$ cat config.mk
export PLATFORM = sky130hd
export DESIGN_NAME = alu_op_sequencer
export DESIGN_NICKNAME = d
export VERILOG_FILES = /design/src/rtl/alu_seq_pkg.sv /design/src/rtl/alu_seq_fifo.sv /design/src/rtl/alu_op_sequencer.sv
export SDC_FILE = /design/constraint.sdc
export NUM_CORES = 1
export LEC_CHECK = 0
export BUFFER_PORTS_ARGS = -buffer_cell sky130_fd_sc_hd__buf_2
export CORE_UTILIZATION = 50
export DETAILED_ROUTE_END_ITERATION = 7
export PLACE_DENSITY = 0.82
export SYNTH_ARGS = -nofsm -noshare
export SYNTH_HDL_FRONTEND = slang
export SYNTH_SLANG_ARGS = --single-unit
export TNS_END_PERCENT = 50
$ cat constraint.sdc
create_clock -name clk -period 2.4 [get_ports clk]
set_input_delay 0.12 -clock clk [delete_from_list [all_inputs] [get_ports clk]]
set_output_delay 0.12 -clock clk [all_outputs]
set_load 0.01 [all_outputs]
$ cat src/rtl/alu_seq_pkg.sv
// rtl/alu_seq_pkg.sv - shared constants, entry layout and result-state encoding for alu_op_sequencer
package alu_seq_pkg;

  localparam int DW_DEF = 4;
  localparam int SW_DEF = 3;

  // Queued request layout, MSB first: {a, b, sel}
  typedef struct packed {
    logic [DW_DEF-1:0] a;
    logic [DW_DEF-1:0] b;
    logic [SW_DEF-1:0] sel;
  } entry_t;

  localparam int ENTRY_W_DEF = $bits(entry_t);

  typedef enum logic {
    RES_EMPTY = 1'b0,
    RES_FULL  = 1'b1
  } res_state_e;

  function automatic int entry_w(input int dw, input int sw);
    return 2 * dw + sw;
  endfunction

endpackage

$ cat src/rtl/alu_seq_fifo.sv
// rtl/alu_seq_fifo.sv - synchronous request FIFO with occupancy count
module alu_seq_fifo #(
  parameter  int DEPTH = 4,
  parameter  int W     = 11,
  localparam int AW    = $clog2(DEPTH)
) (
  input  logic          i_clk,
  input  logic          i_rst_n,
  input  logic          i_push,
  input  logic [W-1:0]  i_data,
  input  logic          i_pop,
  output logic [W-1:0]  o_data,
  output logic          o_full,
  output logic          o_empty,
  output logic [AW:0]   o_count
);

  localparam logic [AW:0]   C_FULL    = (AW+1)'(DEPTH);
  localparam logic [AW:0]   C_ONE     = (AW+1)'(1);
  localparam logic [AW-1:0] C_PTR_ONE = AW'(1);

  logic [W-1:0]  r_mem [DEPTH];
  logic [AW-1:0] r_wr_ptr;
  logic [AW-1:0] r_rd_ptr;
  logic [AW:0]   r_count;
  logic          w_push_ok;
  logic          w_pop_ok;

  assign o_full    = (r_count == C_FULL);
  assign o_empty   = (r_count == '0);
  assign o_count   = r_count;
  assign o_data    = r_mem[r_rd_ptr];
  assign w_push_ok = i_push && !o_full;
  assign w_pop_ok  = i_pop && !o_empty;

  // Storage is not reset; only the pointers define what is valid.
  always_ff @(posedge i_clk) begin
    if (w_push_ok) begin
      r_mem[r_wr_ptr] <= i_data;
    end
  end

  // Power-of-two depth lets the pointers wrap by natural overflow.
  always_ff @(posedge i_clk or negedge i_rst_n) begin
    if (!i_rst_n) begin
      r_wr_ptr <= '0;
      r_rd_ptr <= '0;
      r_count  <= '0;
    end else begin
      if (w_push_ok) begin
        r_wr_ptr <= r_wr_ptr + C_PTR_ONE;
      end
      if (w_pop_ok) begin
        r_rd_ptr <= r_rd_ptr + C_PTR_ONE;
      end
      case ({w_push_ok, w_pop_ok})
        2'b10:   r_count <= r_count + C_ONE;
        2'b01:   r_count <= r_count - C_ONE;
        default: r_count <= r_count;
      endcase
    end
  end

endmodule

$ cat src/rtl/alu_op_sequencer.sv
// rtl/alu_op_sequencer.sv - queues ALU requests and registers one result per cycle
// Optional op counter output enabled by ALU_SEQ_STATS_EN.
module alu_op_sequencer
  import alu_seq_pkg::*;
#(
  parameter int DEPTH = 4,
  parameter int DW    = DW_DEF,
  parameter int SW    = SW_DEF
) (
  input  logic                     clk,
  input  logic                     rst_n,
  input  logic                     in_valid,
  output logic                     in_ready,
  input  logic [DW-1:0]            in_a,
  input  logic [DW-1:0]            in_b,
  input  logic [SW-1:0]            in_sel,
  output logic [DW-1:0]            alu_a,
  output logic [DW-1:0]            alu_b,
  output logic [SW-1:0]            alu_sel,
  input  logic [DW:0]              alu_out,
  output logic                     res_valid,
  input  logic                     res_ready,
  output logic [DW:0]              res_data,
  output logic [SW-1:0]            res_sel,
`ifdef ALU_SEQ_STATS_EN
  output logic [15:0]              op_count,
`endif
  output logic [$clog2(DEPTH):0]   count
);

  localparam int ENTRY_W = entry_w(DW, SW);

  logic [ENTRY_W-1:0]      w_push_data;
  logic [ENTRY_W-1:0]      w_head;
  logic [DW-1:0]           w_head_a;
  logic [DW-1:0]           w_head_b;
  logic [SW-1:0]           w_head_sel;
  logic                    w_full;
  logic                    w_empty;
  logic [$clog2(DEPTH):0]  w_count;
  logic                    w_issue;
  res_state_e              r_state;
  res_state_e              w_state_nxt;
  logic [DW:0]             r_res_data;
  logic [SW-1:0]           r_res_sel;

  assign w_push_data = {in_a, in_b, in_sel};

  alu_seq_fifo #(
    .DEPTH (DEPTH),
    .W     (ENTRY_W)
  ) u_fifo (
    .i_clk   (clk),
    .i_rst_n (rst_n),
    .i_push  (in_valid),
    .i_data  (w_push_data),
    .i_pop   (w_issue),
    .o_data  (w_head),
    .o_full  (w_full),
    .o_empty (w_empty),
    .o_count (w_count)
  );

  assign w_head_a   = w_head[ENTRY_W-1 -: DW];
  assign w_head_b   = w_head[SW +: DW];
  assign w_head_sel = w_head[SW-1:0];

  // Mask the head when empty so the ALU never sees stale storage.
  assign alu_a   = w_empty ? '0 : w_head_a;
  assign alu_b   = w_empty ? '0 : w_head_b;
  assign alu_sel = w_empty ? '0 : w_head_sel;

  // in_ready comes from the registered count only; no pop-through when full.
  assign in_ready  = !w_full;
  assign count     = w_count;
  assign res_valid = (r_state == RES_FULL);
  assign res_data  = r_res_data;
  assign res_sel   = r_res_sel;
  assign w_issue   = !w_empty && (!res_valid || res_ready);

  always_ff @(posedge clk or negedge rst_n) begin
    if (!rst_n) begin
      r_state <= RES_EMPTY;
    end else begin
      r_state <= w_state_nxt;
    end
  end

  always_comb begin
    w_state_nxt = r_state;
    case (r_state)
      RES_EMPTY: begin
        if (w_issue) begin
          w_state_nxt = RES_FULL;
        end
      end
      RES_FULL: begin
        if (w_issue) begin
          w_state_nxt = RES_FULL;
        end else if (res_ready) begin
          w_state_nxt = RES_EMPTY;
        end
      end
      default: w_state_nxt = RES_EMPTY;
    endcase
  end

  // Result data holds its last value when drained without a new issue.
  always_ff @(posedge clk or negedge rst_n) begin
    if (!rst_n) begin
      r_res_data <= '0;
      r_res_sel  <= '0;
    end else if (w_issue) begin
      r_res_data <= alu_out;
      r_res_sel  <= alu_sel;
    end
  end

`ifdef ALU_SEQ_STATS_EN
  logic [15:0] r_op_count;

  always_ff @(posedge clk or negedge rst_n) begin
    if (!rst_n) begin
      r_op_count <= '0;
    end else if (w_issue && (r_op_count != 16'hFFFF)) begin
      r_op_count <= r_op_count + 16'd1;
    end
  end

  assign op_count = r_op_count;
`endif

endmodule

==> report_table.html, run 1 <==
<table>
<tr><th>Metric</th><th>Value</th></tr>
<tr><th colspan="2">CTS</th></tr>
<tr><td>Insertion delay to the later sink of the worst-skew pair</td><td>0.32 ns</td></tr>
<tr><td>Clk root buf</td><td>clkbuf_8</td></tr>
<tr><td>Clock tree from TritonCTS</td><td>yes</td></tr>
<tr><td>Number of buffers inserted during clock tree synthesis</td><td>9</td></tr>
<tr><td>Number of levels in the clock H-tree</td><td>3</td></tr>
<tr><td>Clock transition at the register clock pins on the worst setup and hold paths after CTS</td><td>0.06 ns</td></tr>
<tr><td>Clk buf depth</td><td>2</td></tr>
<tr><td>Clock sink count</td><td>60</td></tr>
<tr><th colspan="2">Worst setup path</th></tr>
<tr><td>Reg2Reg Capture Point</td><td>u_fifo.o_count[2]</td></tr>
<tr><td>Critical path type</td><td>flop to flop</td></tr>
<tr><td>R2R Setup Slk</td><td>0.14 ns</td></tr>
<tr><td>Data arrival time of the critical path</td><td>2.50 ns</td></tr>
<tr><td>Max FO, Critical Path</td><td>6</td></tr>
<tr><td>Critical register-to-register path startpoint</td><td>u_fifo.o_count[2]</td></tr>
<tr><td>Required time reported for the critical path endpoint</td><td>2.64 ns</td></tr>
<tr><td>Element type at the critical path end</td><td>flop</td></tr>
<tr><td>Cell depth of the worst flop-to-flop path</td><td>9</td></tr>
<tr><td>Worst Setup Start Kind</td><td>flop</td></tr>
<tr><th colspan="2">Status</th></tr>
<tr><td>Run status</td><td>completed</td></tr>
<tr><th colspan="2">GRT</th></tr>
<tr><td>Overall global routing resource usage</td><td>18.8%</td></tr>
<tr><td>Maximum number of pins on one net before global-route repair</td><td>17</td></tr>
<tr><td>Initial antenna violation count</td><td>0</td></tr>
<tr><td>Vias in the first global route</td><td>1,338</td></tr>
<tr><td>Final global-route overflow total</td><td>0</td></tr>
<tr><td>Wire length of the first global-routing pass</td><td>6730 µm</td></tr>
<tr><th colspan="2">Synth</th></tr>
<tr><td>Sequential-to-total area share from yosys stat</td><td>71.1%</td></tr>
<tr><td>Number of distinct standard cells referenced by the synthesized netlist</td><td>23</td></tr>
<tr><td>Library cell with the largest summed area after synthesis</td><td>edfxtp_1</td></tr>
<tr><td>Most area-consuming cells after synthesis</td><td>edfxtp_1 (55%), dfrtp_1 (17%), mux4_2 (10%)</td></tr>
<tr><td>Post-synth top cells</td><td>edfxtp_1 (44), dfrtp_1 (16), nor2b_1 (12)</td></tr>
<tr><td>Count of yosys warnings during synthesis</td><td>0</td></tr>
<tr><td>Synthesized netlist net count</td><td>153</td></tr>
<tr><td>Primary FF master, synth</td><td>edfxtp_1</td></tr>
<tr><td>Number of instances in the synthesized netlist</td><td>127</td></tr>
<tr><td>Most common cell in the netlist</td><td>edfxtp_1</td></tr>
<tr><td>Synth Register Bits</td><td>60</td></tr>
<tr><td>Asr flop ratio synth</td><td>26.7%</td></tr>
<tr><td>Area share of the largest cell type after synthesis</td><td>54.6%</td></tr>
<tr><td>Number of enable-type register cells in the synthesized netlist</td><td>44</td></tr>
<tr><td>Mean cell area of the mapped netlist</td><td>19.1 µm²</td></tr>
<tr><td>Post-Syn Area</td><td>2420 µm²</td></tr>
<tr><th colspan="2">Layout</th></tr>
<tr><td>Final instance count without filler cells</td><td>241</td></tr>
<tr><td>Share of the core filled with cells</td><td>65.2%</td></tr>
<tr><td>NumNets Final</td><td>210</td></tr>
<tr><td>Antenna diode count</td><td>0</td></tr>
<tr><td>Area growth from synthesis to layout</td><td>21.3%</td></tr>
<tr><td>Ratio of cells with drive above 1 in the final layout</td><td>48.1%</td></tr>
<tr><th colspan="2">Power and ir drop</th></tr>
<tr><td>PD cells</td><td>1300 nW/µm²</td></tr>
<tr><td>Maximum resistive drop on vdd</td><td>0.499 mV</td></tr>
<tr><td>Leakage power figure</td><td>1.17 nW</td></tr>
<tr><td>Power, Total</td><td>3.81 mW</td></tr>
<tr><th colspan="2">Floorplan</th></tr>
<tr><td>Core Area</td><td>4500 µm²</td></tr>
<tr><td>Placement row count</td><td>24</td></tr>
<tr><td>Number of top-level pins</td><td>44</td></tr>
<tr><td>Die area</td><td>5120 µm²</td></tr>
<tr><td>Horizontal die dimension</td><td>71.6 µm</td></tr>
<tr><td>Initial core utilization</td><td>53.7%</td></tr>
<tr><td>Height of the chip</td><td>71.6 µm</td></tr>
<tr><th colspan="2">Detailed routing</th></tr>
<tr><td>Post-detailed-route count of antenna-violating nets</td><td>0</td></tr>
<tr><td>DRC violation total after the first TritonRoute iteration</td><td>79</td></tr>
<tr><td>Average vias per placed instance</td><td>5.27</td></tr>
<tr><td>Wire length per cell</td><td>17.6 µm</td></tr>
<tr><td>Final routed DRC violation total</td><td>0</td></tr>
<tr><td>TritonRoute pass-1 iters</td><td>4</td></tr>
<tr><td>Vias after detailed routing</td><td>1,270</td></tr>
<tr><td>Routed wire length</td><td>4240 µm</td></tr>
<tr><th colspan="2">STA</th></tr>
<tr><td>Slew Limit Headroom</td><td>62.0%</td></tr>
<tr><td>Crit path time final</td><td>2.26 ns</td></tr>
<tr><td>Share of the clock period used by the worst path</td><td>94.2%</td></tr>
<tr><td>RSZ-0062 raised after global routing</td><td>no</td></tr>
<tr><td>Number of max-slew violations in the final report</td><td>0</td></tr>
<tr><td>Final Hold Viols</td><td>0</td></tr>
<tr><td>Actual transition at the worst max-transition pin</td><td>0.571 ns</td></tr>
<tr><td>Worst slack on hold paths</td><td>0.0158 ns</td></tr>
<tr><td>Final setup violating endpoints</td><td>0</td></tr>
<tr><td>Peak clock frequency supported by timing</td><td>0.442 GHz</td></tr>
<tr><td>Clock skew after layout</td><td>0.00549 ns</td></tr>
<tr><td>Aggregate negative setup slack</td><td>0 ns</td></tr>
<tr><th colspan="2">Placement</th></tr>
<tr><td>Port buffer count</td><td>43</td></tr>
<tr><td>Final weighted congestion of routability-driven global placement</td><td>0.685</td></tr>
<tr><td>Estimated wirelength of the detail-placed design</td><td>2920 µm</td></tr>
<tr><td>Post-Place Cells</td><td>221</td></tr>
<tr><th colspan="2">Hold path</th></tr>
<tr><td>Cell depth of the worst hold path</td><td>1</td></tr>
<tr><td>Worst hold path type</td><td>input pin to flop</td></tr>
<tr><td>HP Start</td><td>in_a[0]</td></tr>
<tr><td>Hold Path End</td><td>u_fifo.r_mem[3][7]</td></tr>
<tr><th colspan="2">Job</th></tr>
<tr><td>Max cap viols</td><td>0</td></tr>
</table>
==> routing by layer <==
| metal | GRT usage (%) | part of all wire, % | up-vias |
|---|---|---|---|
| met5 | 0 | 0 | - |
| li1 | - | - | 589 |
| met4 | 10.5 | 1.4 | 0 |
| met3 | 6.19 | 4.1 | 5 |
| met2 | 31.5 | 55 | 43 |
| met1 | 21.3 | 39 | 633 |
==> critical path, stage by stage, from the launching register on <==
cell     delay, ns
dfrtp_1       0.42
or3b_4        0.43
and2_4        0.19
inv_1         0.06
ha_2          0.18
inv_1         0.05
fa_1          0.37
xor2_1        0.15
nor2_1        0.14
xor2_1        0.19
==> sequential cells by signal, summed over array words and instances (netlist names) <==
register and count:
res_sel 3, u_fifo.o_count 3, res_valid 1, u_fifo.r_rd_ptr 2
u_fifo.r_mem 44, u_fifo.r_wr_ptr 2, res_data 5
==> how the worst max path moves through the flow <==
stage / cells past startpoint / slack, ns / start / end
5_1_grt: 9 / 0.02 / u_fifo.o_count[2] / u_fifo.o_count[2]
3_5_place_dp: 9 / 0.12 / u_fifo.o_count[0] / u_fifo.o_count[2]
2_1_floorplan: 9 / 0.24 / u_fifo.o_count[0] / u_fifo.o_count[2]
3_3_place_gp: 9 / 0.27 / u_fifo.o_count[0] / u_fifo.o_count[2]
6_report: 9 / 0.14 / u_fifo.o_count[2] / u_fifo.o_count[2]
4_1_cts: 9 / 0.10 / u_fifo.o_count[0] / u_fifo.o_count[2]
==> area by class of cell <==
cell class              instances  area (µm²)
well taps                      52        65.1
repair buffers                 50         275
clock inverters                 1        5.00
inverters                       6        22.5
fillers                       312        1570
multi-input cells              57         657
flip-flops and latches         60        1720
clock buffers                  15         186
==> stage by stage <==
step	area [µm²]	setup slack, ns
after floorplan	2420	0.238
final	2940	0.139
after global routing	2940	0.0160
after CTS	2920	0.105
after detailed placement	2700	0.121
after global placement	2700	0.272
==> placed cells by master (no fill, tap or decap) <==
cell type      synthesis  final
nor3_2                 1      1
inv_1                  6      6
o21ai_0                1      1
dlygate4sd3_1          0      3
and3b_1                1      1
xnor2_1                2      2
clkbuf_1               1      2
edfxtp_1              44     44
ha_1                   5      4
ha_2                   0      1
dfrtp_2                0      2
nand2b_1               1      1
or3b_4                 1      1
and3_2                 4      4
nand2_1                2      2
nor2b_1               12     12
nor2_1                 1      1
clkinv_2               0      1
dfrtp_1               16     14
mux2_4                 1      1
xor2_1                 4      4
clkbuf_8               0     13
mux4_2                11     11
mux2_2                 8      8
fa_1                   1      1
and2_4                 1      1
buf_4                  1      4
buf_2                  2     43
==> kinds of logic (layout without fill, tap and decap cells) <==
| family | Yosys count | after routing | share of synthesized area, % |
|---|---|---|---|
| flip-flops | 60 | 60 | 71.1 |
| AND/OR/NAND/NOR | 24 | 24 | 6.67 |
| multiplexers | 20 | 20 | 14.6 |
| buffers and inverters | 10 | 72 | 1.81 |
| adder cells (fa/ha/maj) | 6 | 6 | 3.41 |
| XOR/XNOR | 6 | 6 | 2.17 |
| AO/OA/AOI/OAI | 1 | 1 | 0.207 |
==> where the power goes <==
part           leakage [nW]  internal (mW)  switching, mW
registers             0.585           1.42          0.192
clock network        0.0997          0.487          0.352
logic                 0.483          0.705          0.649
==> timing repair <==
action | in CTS | in global routing
buffers inserted | 0 | 1
gates resized for setup | 0 | 3
hold endpoints to repair | 23 | 0
endpoints found under the setup margin | 0 | 1
hold buffers | 3 | 0
Power figures use the tool's default switching activity.
==> inputs of run 2 (changes only) <==
--- a/config.mk
+++ b/config.mk
@@ -6,9 +6,9 @@
 export NUM_CORES = 1
 export LEC_CHECK = 0
 export BUFFER_PORTS_ARGS = -buffer_cell sky130_fd_sc_hd__buf_2
-export CORE_UTILIZATION = 50
+export CORE_UTILIZATION = 40
 export DETAILED_ROUTE_END_ITERATION = 7
-export PLACE_DENSITY = 0.82
+export PLACE_DENSITY = 0.7
 export SYNTH_ARGS = -nofsm -noshare
 export SYNTH_HDL_FRONTEND = slang
 export SYNTH_SLANG_ARGS = --single-unit
==> run 2 against run 1 <==
  * Register-to-register slack gained 0.03 ns
  * Sequential cell count is the same
  * Sequential power is essentially flat
  * First-iteration DRC count shrank 48%
  * Final cell count grew 7.1%
  * Worst setup slack gained 0.030 ns
  * Clock power shrank 14%
==> report_table.html, run 2 (same netlist as run 1, synthesis figures left out) <==
<table>
<tr><th>Metric</th><th>Value</th></tr>
<tr><th colspan="2">GRT</th></tr>
<tr><td>Most used routing layer</td><td>met2</td></tr>
<tr><td>Initial antenna violation count</td><td>0 (unchanged)</td></tr>
<tr><td>Maximum number of pins on one net before global-route repair</td><td>17 (unchanged)</td></tr>
<tr><td>Met3 Use GR</td><td>2.63% (-3.6 points)</td></tr>
<tr><td>Fraction of met1 tracks used by global routing</td><td>13.4% (-7.9 points)</td></tr>
<tr><td>Overall global routing resource usage</td><td>14.1% (-4.7 points)</td></tr>
<tr><td>Routing usage on met2</td><td>26.5% (-5.0 points)</td></tr>
<tr><td>Wire length of the first global-routing pass</td><td>6220 µm (-7.6%)</td></tr>
<tr><td>Final global-route overflow total</td><td>0 (unchanged)</td></tr>
<tr><td>Vias in the first global route</td><td>1,317 (-1.6%)</td></tr>
<tr><th colspan="2">Layout</th></tr>
<tr><td>Most frequent cells in the layout</td><td>edfxtp_1 (44), buf_2 (43), dfrtp_1 (16)</td></tr>
<tr><td>Number of flip-flops in the largest register</td><td>44 (unchanged)</td></tr>
<tr><td>Finished Cell Area</td><td>2900 µm² (-1.3%)</td></tr>
<tr><td>Fill cell count</td><td>463 (+48%)</td></tr>
<tr><td>NumNets Final</td><td>207 (-1.4%)</td></tr>
<tr><td>Antenna diode count</td><td>0 (unchanged)</td></tr>
<tr><td>Top reg by flops</td><td>u_fifo.r_mem</td></tr>
<tr><td>Area growth from synthesis to layout</td><td>19.8%</td></tr>
<tr><td>Ratio of cells with drive above 1 in the final layout</td><td>45.2% (-3.0 points)</td></tr>
<tr><td>Most common library cell in the layout ignoring fill and taps</td><td>edfxtp_1</td></tr>
<tr><th colspan="2">Detailed routing</th></tr>
<tr><td>DRC violation total after the first TritonRoute iteration</td><td>41 (-48%)</td></tr>
<tr><td>Final routed DRC violation total</td><td>0 (unchanged)</td></tr>
<tr><td>Vias after detailed routing</td><td>1,233 (-2.9%)</td></tr>
<tr><td>Post-detailed-route count of antenna-violating nets</td><td>0 (unchanged)</td></tr>
<tr><td>Wire length per cell</td><td>15.2 µm (-14%)</td></tr>
<tr><td>Routed wire length</td><td>3920 µm (-7.6%)</td></tr>
<tr><td>Average vias per placed instance</td><td>4.78 (-9.3%)</td></tr>
<tr><td>TritonRoute pass-1 iters</td><td>4 (unchanged)</td></tr>
<tr><th colspan="2">STA</th></tr>
<tr><td>Actual transition at the worst max-transition pin</td><td>0.535 ns (-0.0358 ns)</td></tr>
<tr><td>Share of the clock period used by the worst path</td><td>92.9% (-1.3 points)</td></tr>
<tr><td>Final setup violating endpoints</td><td>0 (unchanged)</td></tr>
<tr><td>Aggregate negative setup slack</td><td>0 ns (unchanged)</td></tr>
<tr><td>Crit path time final</td><td>2.23 ns (-0.0303 ns)</td></tr>
<tr><td>Slew Limit Headroom</td><td>64.3% (+2.4 points)</td></tr>
<tr><td>Peak clock frequency supported by timing</td><td>0.448 GHz (+1.4%)</td></tr>
<tr><td>Final Hold Viols</td><td>0 (unchanged)</td></tr>
<tr><td>RSZ-0062 raised after global routing</td><td>no</td></tr>
<tr><td>Number of max-slew violations in the final report</td><td>0 (unchanged)</td></tr>
<tr><td>Clock skew after layout</td><td>0.00705 ns (+0.00157 ns)</td></tr>
<tr><th colspan="2">CTS</th></tr>
<tr><td>Number of levels in the clock H-tree</td><td>3 (unchanged)</td></tr>
<tr><td>Count of buffers added by post-CTS timing repair for setup</td><td>0 (unchanged)</td></tr>
<tr><td>Clock transition at the register clock pins on the worst setup and hold paths after CTS</td><td>0.06 ns (about the same)</td></tr>
<tr><td>Clk root buf</td><td>clkbuf_8</td></tr>
<tr><td>Clk buf depth</td><td>2 (unchanged)</td></tr>
<tr><td>Number of buffers added to fix hold violations after cts</td><td>1 (-2)</td></tr>
<tr><td>Insertion delay to the later sink of the worst-skew pair</td><td>0.31 ns (about the same)</td></tr>
<tr><td>Clock tree from TritonCTS</td><td>yes</td></tr>
<tr><td>Clock sink count</td><td>60 (unchanged)</td></tr>
<tr><td>Number of buffers inserted during clock tree synthesis</td><td>9 (unchanged)</td></tr>
<tr><td>Count of instances resized after the clock tree is built</td><td>0 (unchanged)</td></tr>
<tr><th colspan="2">Worst setup path</th></tr>
<tr><td>Cell depth of the worst flop-to-flop path</td><td>9 (unchanged)</td></tr>
<tr><td>Max FO, Critical Path</td><td>6 (unchanged)</td></tr>
<tr><td>R2R Setup Slk</td><td>0.17 ns (+0.03 ns)</td></tr>
<tr><td>Data arrival time of the critical path</td><td>2.47 ns (-0.03 ns)</td></tr>
<tr><td>Critical register-to-register path startpoint</td><td>u_fifo.o_count[0]</td></tr>
<tr><td>Reg2Reg Capture Point</td><td>u_fifo.o_count[2]</td></tr>
<tr><td>Critical path type</td><td>flop to flop</td></tr>
<tr><td>Element type at the critical path end</td><td>flop</td></tr>
<tr><td>Worst Setup Start Kind</td><td>flop</td></tr>
<tr><td>Required time reported for the critical path endpoint</td><td>2.64 ns (about the same)</td></tr>
<tr><th colspan="2">Placement</th></tr>
<tr><td>Estimated wirelength of the detail-placed design</td><td>2870 µm (-1.7%)</td></tr>
<tr><td>Port buffer count</td><td>43 (unchanged)</td></tr>
<tr><td>Final weighted congestion of routability-driven global placement</td><td>0.731 (+6.8%)</td></tr>
<tr><td>Area after detailed placement</td><td>2730 µm² (+0.93%)</td></tr>
<tr><th colspan="2">Hold path</th></tr>
<tr><td>Cell depth of the worst hold path</td><td>1 (unchanged)</td></tr>
<tr><td>Worst hold path type</td><td>input pin to flop</td></tr>
<tr><td>Hold Path End</td><td>u_fifo.r_mem[3][3]</td></tr>
<tr><td>HP Start</td><td>in_b[0]</td></tr>
<tr><th colspan="2">Floorplan</th></tr>
<tr><td>Horizontal die dimension</td><td>79.8 µm (+11%)</td></tr>
<tr><td>Core Area</td><td>5680 µm² (+26%)</td></tr>
<tr><td>Die area</td><td>6360 µm² (+24%)</td></tr>
<tr><td>Height of the chip</td><td>79.8 µm (+11%)</td></tr>
<tr><td>Initial core utilization</td><td>42.6% (-11 points)</td></tr>
<tr><td>Number of top-level pins</td><td>44 (unchanged)</td></tr>
<tr><td>Placement row count</td><td>27 (+13%)</td></tr>
<tr><th colspan="2">Power and ir drop</th></tr>
<tr><td>Leakage power figure</td><td>1.14 nW (-2.2%)</td></tr>
<tr><td>Maximum resistive drop on vdd</td><td>0.447 mV (-10%)</td></tr>
<tr><td>PD cells</td><td>1260 nW/µm² (-3.2%)</td></tr>
<tr><th colspan="2">Status</th></tr>
<tr><td>Run status</td><td>completed</td></tr>
<tr><th colspan="2">Job</th></tr>
<tr><td>Max cap viols</td><td>0 (unchanged)</td></tr>
</table>
==> run 2: cell types whose count changed in the layout (fill, tap and decap cells not counted) <==
cell,delta
buf_4,-1
clkbuf_8,-3
clkinv_1,+3
dfrtp_1,+2
dfrtp_2,-2
dlygate4sd3_1,-2
ha_1,+1
ha_2,-1
==> run 2: area by class of cell <==
type	count	area [µm²]	area share, %
clock buffer	12	145	5.01
tap	72	90.1	3.11
multi-input combinational	57	654	22.6
timing repair buffer	47	248	8.55
clock inverter	4	16.3	0.561
sequential	60	1720	59.4
inverter	6	22.5	0.777
==> run 2: worst max path at each step <==
stage                           start                end  slack (ns)  cells after the start
floorplan           u_fifo.o_count[0]  u_fifo.o_count[2]        0.24                      9
global placement    u_fifo.o_count[0]  u_fifo.o_count[2]        0.26                      9
detailed placement  u_fifo.o_count[0]  u_fifo.o_count[2]        0.17                      9
CTS                 u_fifo.o_count[0]  u_fifo.o_count[2]        0.15                      9
global route        u_fifo.o_count[0]  u_fifo.o_count[2]        0.08                      9
finish              u_fifo.o_count[0]  u_fifo.o_count[2]        0.17                      9
==> run 2: routing by layer <==
metal / vias to the layer above / part of all wire, % / routed length (µm)
li1: 584 / - / -
met1: 622 / 37 / 1450
met2: 21 / 58 / 2290
met3: 6 / 2.8 / 110
met4: 0 / 2.0 / 78
met5: - / 0 / 0
==> run 2: where the power goes <==
| part | internal [mW] | switching (mW) | leakage, nW |
|---|---|---|---|
| Clock | 0.391 | 0.331 | 0.0829 |
| Combinational | 0.689 | 0.621 | 0.472 |
| Sequential | 1.42 | 0.187 | 0.588 |
==> run 2: stage by stage <==
step,setup WS (ns),util [%],instances,hold slack [ns],total power [mW]
floorplan,0.238,-,127,-0.176,2.49
global placement,0.264,48.0,241,0.0384,2.90
detailed placement,0.169,48.0,241,0.0514,2.98
CTS,0.148,51.1,258,0.00254,3.71
global route,0.0763,51.1,258,0.000151,3.88
finish,0.169,51.1,258,0.0158,3.64
==> run 2: worst max-delay path, cell delays in order, from the launching register on <==
cell	delay [ns]
dfrtp_1	0.44
or3b_4	0.45
and2_4	0.19
inv_1	0.05
ha_1	0.17
inv_1	0.06
fa_1	0.37
xor2_1	0.15
nor2_1	0.11
xor2_1	0.16
